## config.mk

```make
export PLATFORM = sky130hd
export DESIGN_NAME = wb_sram_bridge
export DESIGN_NICKNAME = d
export VERILOG_FILES = /design/src/rtl/wb_sram_bridge.sv
export SDC_FILE = /design/constraint.sdc
export NUM_CORES = 1
export LEC_CHECK = 0
export ABC_CLOCK_PERIOD_IN_PS = 2800
export BUFFER_PORTS_ARGS = -buffer_cell sky130_fd_sc_hd__buf_2
export CELL_PAD_IN_SITES_DETAIL_PLACEMENT = 0
export CELL_PAD_IN_SITES_GLOBAL_PLACEMENT = 1
export CORE_UTILIZATION = 30
export DETAILED_ROUTE_END_ITERATION = 10
export GPL_TIMING_DRIVEN = 1
export PLACE_DENSITY_LB_ADDON = 0.08
export SLEW_MARGIN = 20
export SYNTH_ARGS = -nofsm -noshare
export SYNTH_HDL_FRONTEND = slang
export SYNTH_SLANG_ARGS = --single-unit
```

## constraint.sdc

```tcl
create_clock -name wb_clk_i -period 2.8 [get_ports wb_clk_i]
set_clock_uncertainty 0.2 [all_clocks]
set_input_delay 0.42 -clock wb_clk_i [delete_from_list [all_inputs] [get_ports wb_clk_i]]
set_output_delay 0.42 -clock wb_clk_i [all_outputs]
set_load 0.03 [all_outputs]
```

## src/rtl/wb_sram_bridge.sv

```systemverilog
// Wishbone classic slave to single-port SRAM (OpenRAM-style port 0) bridge.
// Optional macro WB_SRAM_ERR_EN: out-of-window requests get wb_err_o instead of aliasing.
module wb_sram_bridge #(
   parameter logic [31:0] BASE_ADDR  = 32'h3000_0000,
   parameter int          ADDR_WIDTH = 8
) (
   input  logic                  wb_clk_i,
   input  logic                  wb_rst_i,
   input  logic                  wb_cyc_i,
   input  logic                  wb_stb_i,
   input  logic                  wb_we_i,
   input  logic [3:0]            wb_sel_i,
   input  logic [31:0]           wb_adr_i,
   input  logic [31:0]           wb_dat_i,
   output logic [31:0]           wb_dat_o,
   output logic                  wb_ack_o,
   output logic                  wb_err_o,
   output logic                  sram_csb0,
   output logic                  sram_web0,
   output logic [3:0]            sram_wmask0,
   output logic [ADDR_WIDTH-1:0] sram_addr0,
   output logic [31:0]           sram_din0,
   input  logic [31:0]           sram_dout0
);

   typedef enum logic [1:0] {IDLE, ISSUE, WAIT, ACK} state_t;

   // 33-bit end address so a window touching 2^32 cannot wrap.
   localparam logic [32:0] WIN_END = {1'b0, BASE_ADDR} + (33'd4 << ADDR_WIDTH);

   state_t                state_q, state_d;
   logic                  csb_q, csb_d;
   logic                  web_q, web_d;
   logic [3:0]            wmask_q, wmask_d;
   logic [ADDR_WIDTH-1:0] addr_q, addr_d;
   logic [31:0]           din_q, din_d;
   logic [31:0]           dat_q, dat_d;
   logic                  ack_q, ack_d;
   logic                  err_q, err_d;
   logic                  in_range;
   logic                  accept;

   assign in_range = ({1'b0, wb_adr_i} >= {1'b0, BASE_ADDR}) && ({1'b0, wb_adr_i} < WIN_END);

`ifdef WB_SRAM_ERR_EN
   assign accept = in_range;
`else
   logic unused_in_range;
   assign unused_in_range = in_range;
   assign accept          = 1'b1;
`endif

   always_comb begin
      state_d = state_q;
      csb_d   = 1'b1;
      web_d   = web_q;
      wmask_d = wmask_q;
      addr_d  = addr_q;
      din_d   = din_q;
      dat_d   = dat_q;
      ack_d   = 1'b0;
      err_d   = 1'b0;
      case (state_q)
         IDLE: begin
            if (wb_cyc_i && wb_stb_i) begin
               if (accept) begin
                  csb_d   = 1'b0;
                  web_d   = !wb_we_i;
                  wmask_d = wb_sel_i;
                  addr_d  = wb_adr_i[ADDR_WIDTH+1:2];
                  din_d   = wb_dat_i;
                  state_d = ISSUE;
               end else begin
                  err_d   = 1'b1;
                  state_d = ACK;
               end
            end
         end
         // The SRAM samples csb0 on the edge leaving ISSUE, so a dropped cycle
         // here still commits the access; only the acknowledge is withheld.
         ISSUE: begin
            if (!wb_cyc_i) begin
               state_d = IDLE;
            end else if (web_q) begin
               state_d = WAIT;
            end else begin
               ack_d   = 1'b1;
               state_d = ACK;
            end
         end
         WAIT: begin
            if (!wb_cyc_i) begin
               state_d = IDLE;
            end else begin
               dat_d   = sram_dout0;
               ack_d   = 1'b1;
               state_d = ACK;
            end
         end
         ACK:     state_d = IDLE;
         default: state_d = IDLE;
      endcase
   end

   always_ff @(posedge wb_clk_i) begin
      if (wb_rst_i) begin
         state_q <= IDLE;
         csb_q   <= 1'b1;
         web_q   <= 1'b1;
         wmask_q <= '0;
         addr_q  <= '0;
         din_q   <= '0;
         dat_q   <= '0;
         ack_q   <= 1'b0;
         err_q   <= 1'b0;
      end else begin
         state_q <= state_d;
         csb_q   <= csb_d;
         web_q   <= web_d;
         wmask_q <= wmask_d;
         addr_q  <= addr_d;
         din_q   <= din_d;
         dat_q   <= dat_d;
         ack_q   <= ack_d;
         err_q   <= err_d;
      end
   end

   assign sram_csb0   = csb_q;
   assign sram_web0   = web_q;
   assign sram_wmask0 = wmask_q;
   assign sram_addr0  = addr_q;
   assign sram_din0   = din_q;
   assign wb_dat_o    = dat_q;
   assign wb_ack_o    = ack_q;
   assign wb_err_o    = err_q;

endmodule

```

# ---- Word-level counts from Yosys, hierarchy flattened
# Index checks and enable logic that the tools add are counted.
dict set report word_totals {
  register_bits 81
  latch_bits 0
  ramBits 0
  rom_bits 0
  inputBits 105
  elab_cells 29
  memories 0
}
dict set report op_classes {
  addsub 0
  mul 0
  div_mod_pow 0
  magnitude_cmp 0
  n_eq_ne 4
  shift 0
  n_mux 10
  bitwise_logic 1
  n_reduce_logical 6
}
# op count
set op_table {}
lappend op_table {{case mux 2 bit (4 select lines)} 1}
lappend op_table {{2-to-1 mux 2 bit} 3}
lappend op_table {{2-to-1 mux 1 bit} 5}
lappend op_table {{== test 2 bit (second input constant)} 2}
lappend op_table {{AND reduction 2 bit} 2}
lappend op_table {{== test 2 x 1 -> 1 bit (second input constant)} 1}
lappend op_table {{logical NOT 2 bit} 1}
lappend op_table {{inequality test 2 bit (second input constant)} 1}
lappend op_table {{case mux 1 bit (2 select lines)} 1}
lappend op_table {{OR reduction 2 bit} 1}
lappend op_table {{logical AND 1 bit} 1}
lappend op_table {{logical NOT 1 bit} 1}
lappend op_table {{inverter 1 bit} 1}

# ---- Logic depth before layout (Yosys ltp)
# Gate-level depths: netlist (run 1).
dict set report logic_depth {
  word_depth 3
  mapped_depth 7
}

# ---- Worst setup path after synthesis (run 1)
# No wires, ideal clock.
dict set report synth_path {
  path_kind {reg-to-reg}
  start {reg state_q[0]}
  end {reg dat_q[10] (netlist: wb_dat_o[10])}
  setup_time_ns 0.070
  t_arrival_ns 1.193
  slack_ns 1.337
  path_stages_with_launch 7
  n_path_buf 1
  period_less_slack_ns 1.463
  cell_sequence {dfxtp_1 inv_1 ha_1 nand2_1 clkbuf_1 nand2_1 a21oi_1}
}
dict set report synth_via {
  elab_chain_len 2
}
# item line_no
set synth_lines {}
lappend synth_lines {{start, declared} 31} ;# state_t state_q, state_d;
lappend synth_lines {{start signal, assigned} 117} ;# state_q <= state_d;
lappend synth_lines {{== test 2 bit} 63} ;# case (state_q)
lappend synth_lines {{AND reduction 2 bit (no source line)} -}
lappend synth_lines {{end signal, assigned} 123} ;# dat_q <= dat_d;
lappend synth_lines {{end, declared} 37} ;# logic [31:0] dat_q, dat_d;
# Every way passes these cells.
# A chain may end at the register's enable or synchronous reset.

# ---- Final worst setup path (run 1)
dict set report layout_path {
  start {reg state_q[0]}
  end {reg wmask_q[2] (netlist: sram_wmask0[2])}
}
dict set report layout_via {
  elab_chain_len 2
}
# item line_no
set layout_lines {}
lappend layout_lines {{logical NOT 2 bit} 63}
lappend layout_lines {{AND reduction 2 bit (no source line)} -}
lappend layout_lines {{end signal, assigned} 120} ;# wmask_q <= wmask_d;
lappend layout_lines {{end, declared} 34} ;# logic [3:0] wmask_q, wmask_d;
# Every way passes these cells.

==> results of run 1 <==
-- layer usage --
layer  share of wire, %  wire [um]
met5                  0          0
met4                1.4        102
met3                7.2        535
met2                 48       3553
met1                 44       3278
-- layout by cell type, fill, tap and decap left out, types with 2 or more instances in the layout --
cell type	count
dfxtp_1	81
inv_1	4
clkbuf_8	10
buf_4	6
clkbuf_1	2
nand2_1	155
clkinvlp_4	3
ha_1	3
a21oi_1	77
buf_2	159
-- report_power, final --
part / total, mW / switching (mW) / internal (mW)
Combinational: 0.328 / 0.214 / 0.114
Clock: 0.847 / 0.410 / 0.437
Sequential: 1.22 / 0.0208 / 1.20
-- registers in the layout, summed over array words and instances (netlist names) --
register     flops
wb_ack_o         1
sram_din0       32
wb_dat_o        32
sram_web0        1
sram_wmask0      4
state_q          2
sram_csb0        1
sram_addr0       8
-- final timing paths --
| check | slack, ps | cells past startpoint | endpoint |
|---|---|---|---|
| setup reg to reg | 900 | 6 | sram_wmask0[2]$_SDFFE_PP0P_ |
| setup / recovery | 900 | 6 | sram_wmask0[2]$_SDFFE_PP0P_ |
| hold / removal | 70 | 2 | sram_web0$_SDFFE_PP1P_ |
| hold reg to reg | 250 | 2 | wb_dat_o[28]$_SDFFE_PP0P_ |
-- per-stage QoR --
stage / cell area (um^2) / setup WS (ps)
after detailed placement: 3746 / 861.3
after global placement: 3746 / 848.5
after CTS: 3944 / 849.3
final: 3944 / 896.6
after floorplan: 2861 / 1337
after global routing: 3944 / 711.1
-- layout make-up --
type	count	area, um^2	share of cell area (%)
Sequential cell	81	1622	41.12
Inverter	4	15.01	0.3807
Clock buffer	12	145.1	3.680
Multi-Input combinational cell	248	1087	27.57
Clock inverter	4	52.55	1.332
Tap cell	129	161.4	4.093
Timing Repair Buffer	166	860.8	21.83
-- cell families after synthesis --
| family | count (synthesis) |
|---|---|
| AND/OR/NAND/NOR | 163 |
| buffers and inverters | 30 |
| other | 1 |
| flip-flops | 81 |
| AO/OA/AOI/OAI | 81 |
| adder cells (fa/ha/maj) | 3 |
==> flow_summary.yaml, run 1 <==
setup_path:
  crit_start: "state_q[0]$_SDFFE_PP0P_"
  crit_path_top_delay_cell: "buf_4"
  critPathKind: "flop to flop"
  critical_path.top_delay_family: "buffers and inverters"
  cp.buffers_inverters: 2
  crit-reg2reg-launch: "state_q[0]$_SDFFE_PP0P_"
  crit_arrival_ps: 1900
  max_stage_delay_ps: 390
  startpoint_type: "flop"
  critPathMaxFanout: 24
  crit_path_end_kind: "flop"
  required_ps: 2800
  critical_path.cell_chain: "inv_1 -> ha_1 -> nand3_2 -> buf_4 -> nand2_1 -> a21oi_1"
logic_synthesis:
  ys.flop_type: "dfxtp_1"
  synth_edf_count: 0
  synthXorXnorAreaFrac_pct: 0
  async_reset_ff_share_pct: 0
  synth-compound-area-share_pct: 14.43
  yosys_warnings: 0
  syn-cell-area_um2: 2861
  synth_top_family_by_area: "simple AND/OR/NAND/NOR gates"
  yosys.cell_count.top_type: "nand2_1"
  syn_inst: 359
  muxShareOfSynthArea_pct: 0
  synth_top_cell_by_area: "dfxtp_1"
  postSynthAreaPerCell_um2: 7.971
  synthTopCellsByArea: "dfxtp_1 (57%), nand2_1 (20%), a21oi_1 (13%)"
  yosys.area_share.simple_pct: 21.91
  synth_top_area_share_pct: 56.67
  ys_seq_area_share_pct: 56.67
  synthAdderAreaFrac_pct: 1.312
  ys_ff_latch: 81
  synth_commonest_cells: "nand2_1 (155), dfxtp_1 (81), a21oi_1 (77)"
  synth_cell_type_count: 21
  syn_nets: 467
sta:
  slew_headroom_pct: 60.08
  slew_violations: 0
  rsz0062_at_grt: "no"
  tightest_slew_ps: 598.9
  finalCritPeriodShare_pct: 67.98
  fin_tns_setup_ps: 0
  holdWs_ps: 70.98
  timing.fmax_ghz: 0.5254
  period_needed_ps: 1903
  setup_viol: 0
  hold_viol: 0
grt:
  grt_max_degree: 37
  antenna_found_initial: 0
  use_met3_pct: 4.498
  gr-total-overflow: 0
  globalRouteTotalUtil_pct: 15.27
  met2_usage_pct: 25.31
  gr-max-usage-layer: "met2"
  gr-usage-met1_pct: 18.39
  grt_pass1_vias: 2545
  grt_pass1_wl_mm: 11.98
pwr:
  total_power_mw: 2.393
  ir_drop_uv: 225.9
  p_per_area_nw_per_um2: 606.7
  p_leak_nw: 1.789
detailed_routing:
  dr.first_iter.drc_count: 44
  routed_wl_mm: 7.470
  ant_nets: 0
  dr.pass1.iters: 4
  via_per_inst: 4.356
  remaining_drc_errors: 0
  wire_per_inst_um: 11.60
  routed-via-count: 2805
placement:
  place_congestion: 0.7212
  place_inst: 628
  io_buffers: 159
  hpwl_mm: 5.197
clock_network:
  cts_root_buf: "clkbuf_8"
  ctsLongestPathBuffers: 2
  clock_latency_ps: 330
  clk_pin_slew_ps: 80
  holdBufCountCts: 0
  cts_buffers: 9
  cts_tree: "done"
  h-tree-depth: 3
  cts_setup_buffers: 0
  post_cts_resize_count: 0
  cts.sinks: 81
floorplan:
  row_count: 35
  fp.dieW_um: 99.67
  core_area_um2: 9240
  initial_core_util_pct: 30.97
  dieArea_um2: 9933
  io_pins: 185
  die_h_um: 99.67
cells_and_area:
  layout-drive-gt1-share_pct: 35.34
  nFillCells: 999
  finalNonFillerCells: 644
  n_antenna_cell: 0
  final_util_pct: 42.68
  syn_to_final_growth_pct: 37.82
  nNetsFinal: 618
min_path:
  hold_class: "input pin to flop"
  min_from: "wb_we_i"
run_status:
  run_status: "completed"
job:
  cap_violations: 0
Note: power is estimated with default switching activity, not from simulation.
==> run 2, diff against run 1 <==
--- a/config.mk
+++ b/config.mk
@@ -5,11 +5,11 @@
 export SDC_FILE = /design/constraint.sdc
 export NUM_CORES = 1
 export LEC_CHECK = 0
-export ABC_CLOCK_PERIOD_IN_PS = 2800
+export ABC_CLOCK_PERIOD_IN_PS = 1910
 export BUFFER_PORTS_ARGS = -buffer_cell sky130_fd_sc_hd__buf_2
 export CELL_PAD_IN_SITES_DETAIL_PLACEMENT = 0
 export CELL_PAD_IN_SITES_GLOBAL_PLACEMENT = 1
-export CORE_UTILIZATION = 30
+export CORE_UTILIZATION = 28
 export DETAILED_ROUTE_END_ITERATION = 10
 export GPL_TIMING_DRIVEN = 1
 export PLACE_DENSITY_LB_ADDON = 0.08
==> constraint.sdc (replaced) <==
create_clock -name wb_clk_i -period 1.91 [get_ports wb_clk_i]
set_clock_uncertainty 0.2 [all_clocks]
set_input_delay 0.2865 -clock wb_clk_i [delete_from_list [all_inputs] [get_ports wb_clk_i]]
set_output_delay 0.2865 -clock wb_clk_i [all_outputs]
set_load 0.03 [all_outputs]
==> run 2 against run 1 <==
First-iteration DRC count is 70% higher. Sequential share of layout area is 6.9 points lower. Worst setup slack worse by 710 ps. Via count is 9.2% higher. Cell area is 20% higher. Flip-flop and latch count stayed put. Total power is 48% higher. Global-route usage is 0.26 points higher. Sequential power is 47% higher. Critical path depth stayed put. Hold slack better by 8.2 ps. Highest routed layer unchanged.
==> flow_summary.yaml, run 2 (same netlist as run 1, synthesis figures left out) <==
clock_network:
  clk_pin_slew_ps: 70
  h-tree-depth: 3
  cts_root_buf: "clkbuf_8"
  ctsLongestPathBuffers: 2
  cts_setup_buffers: 0
  cts.sinks: 81
  clock_latency_ps: 340
  cts_buffers: 9
  cts_tree: "done"
detailed_routing:
  routed-via-count: 3064
  ant_nets: 0
  routed_wl_mm: 8.609
  via_per_inst: 4.226
  dr.first_iter.drc_count: 75
  dr.pass1.iters: 4
  remaining_drc_errors: 0
  wire_per_inst_um: 11.87
min_path:
  hold_path_depth: 3
  min_from: "wb_stb_i"
  min_to: "state_q[0]$_SDFFE_PP0P_"
  hold_class: "input pin to flop"
sta:
  rsz0062_at_grt: "no"
  fin_tns_setup_ps: 0
  layout_setup_ws_ps: 182.8
  timing.fmax_ghz: 0.5790
  hold_viol: 0
  period_needed_ps: 1727
  finalCritPeriodShare_pct: 90.43
  slew_violations: 0
  setup_viol: 0
pwr:
  p_leak_nw: 2.135
  ir_drop_uv: 352.7
  p_per_area_nw_per_um2: 745.8
  total_power_mw: 3.538
cells_and_area:
  nNetsFinal: 697
  syn_to_final_growth_pct: 65.76
  final_util_pct: 48.31
  n_antenna_cell: 0
  layout-drive-gt1-share_pct: 31.08
  final_cell_mix: "buf_2 (159), nand2_1 (155), dfxtp_1 (81)"
  final_common_cell: "buf_2"
setup_path:
  crit_path_top_delay_cell: "and3_2"
  crit_path_end_kind: "flop"
  crit_arrival_ps: 1790
  r2r_end: "sram_din0[26]$_SDFFE_PP0P_"
  ff2ff_setup_slack_ps: 180
  critical_path.cell_chain: "inv_1 -> ha_1 -> and3_2 -> buf_4 -> nand2_1 -> a21oi_1"
  cp.buffers_inverters: 2
  startpoint_type: "flop"
  required_ps: 1980
  crit-reg2reg-launch: "state_q[0]$_SDFFE_PP0P_"
  reg2reg_depth: 6
  critPathKind: "flop to flop"
  max_stage_delay_ps: 380
  critPathMaxFanout: 13
  critical_path.top_delay_family: "simple AND/OR/NAND/NOR gates"
floorplan:
  core_area_um2: 9819
  dieArea_um2: 10630
  row_count: 36
  fp.dieW_um: 103.1
  io_pins: 185
  initial_core_util_pct: 29.14
  die_h_um: 103.1
placement:
  place_congestion: 0.6681
  io_buffers: 159
  pre_cts_ws_ps: 178.2
  hpwl_mm: 5.316
grt:
  globalRouteTotalUtil_pct: 15.53
  grt_pass1_vias: 2754
  antenna_found_initial: 0
  grt_max_degree: 37
  gr-total-overflow: 0
  grt_pass1_wl_mm: 12.75
job:
  cap_violations: 0
run_status:
  run_status: "completed"
==> run 2: cell count changes in the layout (fill, tap and decap cells not counted) <==
| cell | previous run | this run |
|---|---|---|
| buf_12 | 1 | 4 |
| buf_4 | 6 | 5 |
| bufinv_16 | 1 | 0 |
| clkbuf_1 | 2 | 0 |
| clkbuf_8 | 10 | 11 |
| clkinv_2 | 0 | 2 |
| clkinvlp_4 | 3 | 1 |
| dlygate4sd3_1 | 0 | 77 |
==> run 2: how the worst max path moves through the flow <==
stage                                       to  slack [ps]  depth (start not counted)                    start
global placement    sram_din0[19]$_SDFFE_PP0P_         210                          6  state_q[0]$_SDFFE_PP0P_
global route        sram_din0[26]$_SDFFE_PP0P_          30                          6  state_q[0]$_SDFFE_PP0P_
finish              sram_din0[26]$_SDFFE_PP0P_         180                          6  state_q[0]$_SDFFE_PP0P_
floorplan            wb_dat_o[10]$_SDFFE_PP0P_         450                          6  state_q[0]$_SDFFE_PP0P_
detailed placement   sram_din0[6]$_SDFFE_PP0P_         180                          6  state_q[0]$_SDFFE_PP0P_
CTS                  sram_din0[6]$_SDFFE_PP0P_         170                          6  state_q[0]$_SDFFE_PP0P_
==> run 2: final cells by class <==
class | count | area, um^2
fill | 1020 | 5076
timing repair buffer | 245 | 1684
sequential | 81 | 1622
multi-input combinational | 248 | 1087
tap | 133 | 166.4
clock buffer | 11 | 151.4
clock inverter | 3 | 17.52
inverter | 4 | 15.01
==> run 2: stage by stage <==
step           std cells  cell area (um^2)  hold WS [ps]
2_1_floorplan        359              2861         200.8
3_3_place_gp         634              3804         238.0
3_5_place_dp         634              3804         243.1
4_1_cts              725              4743         60.00
5_1_grt              725              4743         104.9
6_report             725              4743         79.17
==> run 2: routing by layer <==
metal	up-vias	routed length, um	GRT usage (%)
met5	-	0	0
met1	1353	3807	17.83
met4	0	111	7.151
li1	1606	-	-
met2	92	4162	27.49
met3	13	528	3.390
==> run 2: tightest hold or removal path, cell delays in order <==
cell and delay (ps):
buf_2 110, nand2_1 80, a221oi_1 80
==> run 2: where the power goes <==
group	internal, mW	switching, mW
clock network	0.525	0.600
logic	0.282	0.344
registers	1.75	0.0325
==> run 2: repair_timing <==
| action | in CTS | in global routing |
|---|---|---|
| hold buffers | 77 | 0 |
| gates resized for setup | 0 | 0 |
| hold endpoints to repair | 77 | 0 |
==> run 3, diff against run 2 <==
--- a/config.mk
+++ b/config.mk
@@ -6,7 +6,7 @@
 export NUM_CORES = 1
 export LEC_CHECK = 0
 export ABC_CLOCK_PERIOD_IN_PS = 1910
-export BUFFER_PORTS_ARGS = -buffer_cell sky130_fd_sc_hd__buf_2
+export BUFFER_PORTS_ARGS = -buffer_cell sky130_fd_sc_hd__buf_4
 export CELL_PAD_IN_SITES_DETAIL_PLACEMENT = 0
 export CELL_PAD_IN_SITES_GLOBAL_PLACEMENT = 1
 export CORE_UTILIZATION = 28
==> run 3 against run 2 <==
Sequential power hardly changed. Total power up 4.9%. Core utilization grew 4.2 points. Maximum frequency grew 5.0%. Critical path type unchanged. Die area is the same. Critical endpoint is now sram_din0[25]$_SDFFE_PP0P_. Worst setup slack gained 82 ps. Combinational power up 14%. Sequential share of layout area shrank 2.7 points. Largest power group unchanged.
==> flow_summary.yaml, run 3 (same netlist as run 1, synthesis figures left out) <==
run_status:
  run_status: "completed"
clock_network:
  clock_latency_ps: 340
  h-tree-depth: 3
  cts_root_buf: "clkbuf_8"
  post_cts_resize_count: 0
  clk_pin_slew_ps: 80
  holdBufCountCts: 77
  ctsLongestPathBuffers: 2
  cts_buffers: 9
  cts_setup_buffers: 0
  cts_tree: "done"
  cts.sinks: 81
floorplan:
  initial_core_util_pct: 29.14
  io_pins: 185
  core_area_um2: 9819
  fp.dieW_um: 103.1
  die_h_um: 103.1
  row_count: 36
  dieArea_um2: 10630
sta:
  hold_viol: 0
  setup_viol: 0
  rsz0062_at_grt: "no"
  period_needed_ps: 1645
  fin_tns_setup_ps: 0
  timing.fmax_ghz: 0.6079
  holdWs_ps: 74.19
  slew_violations: 0
  finalCritPeriodShare_pct: 86.12
setup_path:
  max_stage_delay_ps: 340
  crit_path_top_delay_cell: "dfxtp_1"
  ff2ff_setup_slack_ps: 270
  required_ps: 1930
  startpoint_type: "flop"
  critPathMaxFanout: 13
  crit_arrival_ps: 1670
  crit_path_end_kind: "flop"
  critPathKind: "flop to flop"
  r2r_end: "sram_din0[25]$_SDFFE_PP0P_"
  critical_path.cell_chain: "inv_1 -> ha_1 -> nand3_2 -> buf_4 -> nand2_1 -> a21oi_1"
  crit-reg2reg-launch: "state_q[1]$_SDFFE_PP0P_"
  reg2reg_depth: 6
pwr:
  ir_drop_uv: 343.1
  p_per_area_nw_per_um2: 719.2
  p_leak_nw: 2.199
detailed_routing:
  dr.first_iter.drc_count: 60
  routed_wl_mm: 8.652
  via_per_inst: 4.223
  wire_per_inst_um: 11.92
  routed-via-count: 3066
  remaining_drc_errors: 0
  ant_nets: 0
  dr.pass1.iters: 4
job:
  cap_violations: 0
placement:
  hpwl_mm: 5.476
  io_buffers: 159
  place_congestion: 0.6717
grt:
  grt_max_degree: 47
  grt_pass1_wl_mm: 12.94
  grt_pass1_vias: 2806
  globalRouteTotalUtil_pct: 15.90
  antenna_found_initial: 0
  gr-total-overflow: 0
cells_and_area:
  final_common_cell: "buf_4"
  layout-drive-gt1-share_pct: 31.03
  nFillCells: 958
  seqCellArea_um2: 1622
  final_cell_mix: "buf_4 (164), nand2_1 (155), dfxtp_1 (81)"
  syn_to_final_growth_pct: 80.24
  final_util_pct: 52.52
  nNetsFinal: 697
  n_antenna_cell: 0
  multi_input_area_um2: 1087
min_path:
  min_from: "wb_stb_i"
  hold_class: "input pin to flop"
  min_to: "state_q[0]$_SDFFE_PP0P_"
  hold_path_depth: 3
-- run 3: changes by cell type in the layout (fill, tap and decap cells not counted), sizes merged --
| cell | before | now |
|---|---|---|
| bufinv | 0 | 1 |
| clkbuf | 11 | 10 |
| clkinv | 2 | 1 |
| clkinvlp | 1 | 3 |
-- run 3: final cells by class --
class                           instances  area share (%)
Clock inverter                          5           1.116
Timing Repair Buffer                  245           40.37
Inverter                                4          0.2911
Clock buffer                           10           2.475
Tap cell                              133           3.227
Sequential cell                        81           31.44
Multi-Input combinational cell        248           21.08
-- run 3: critical path: cells and delay by family, from the launching register on --
| kind | cells | cell delay (ps) |
|---|---|---|
| adder cells (fa/ha/maj) | 1 | 210 |
| AND/OR/NAND/NOR | 2 | 360 |
| AO/OA/AOI/OAI | 1 | 60 |
| flip-flops | 1 | 340 |
| buffers and inverters | 2 | 360 |
-- run 3: routing by layer --
layer / routed length, um / track usage (%) / vias up
li1: - / - / 1605
met1: 3820 / 18.62 / 1362
met2: 4164 / 27.95 / 93
met3: 579 / 5.085 / 6
met4: 88 / 4.225 / 0
met5: 0 / 0 / -
-- run 3: where the power goes --
part           internal (mW)  switching, mW  total [mW]
Sequential              1.75         0.0337        1.79
Clock                  0.595          0.613        1.21
Combinational          0.363          0.350       0.713
Total                   2.71          0.997        3.71
-- run 3: worst max path at each step --
| stage | startpoint | endpoint | slack [ps] | depth (start not counted) |
|---|---|---|---|---|
| final | state_q[1]$_SDFFE_PP0P_ | sram_din0[25]$_SDFFE_PP0P_ | 270 | 6 |
| after global routing | state_q[0]$_SDFFE_PP0P_ | sram_din0[20]$_SDFFE_PP0P_ | 120 | 6 |
| after global placement | state_q[0]$_SDFFE_PP0P_ | sram_din0[29]$_SDFFE_PP0P_ | 260 | 6 |
| after CTS | state_q[1]$_SDFFE_PP0P_ | sram_din0[20]$_SDFFE_PP0P_ | 250 | 6 |
| after floorplan | state_q[0]$_SDFFE_PP0P_ | wb_dat_o[10]$_SDFFE_PP0P_ | 450 | 6 |
| after detailed placement | state_q[0]$_SDFFE_PP0P_ | sram_din0[20]$_SDFFE_PP0P_ | 250 | 6 |
-- run 3: stage by stage --
| stage | instances | setup slack [ps] | power [mW] | area, um^2 |
|---|---|---|---|---|
| final | 726 | 265.1 | 3.709 | 5157 |
| after global routing | 726 | 118.1 | 3.908 | 5157 |
| after CTS | 726 | 245.7 | 3.775 | 5157 |
| after detailed placement | 634 | 252.6 | 2.421 | 4202 |
| after global placement | 634 | 262.9 | 2.414 | 4202 |
| after floorplan | 359 | 446.9 | 2.134 | 2861 |
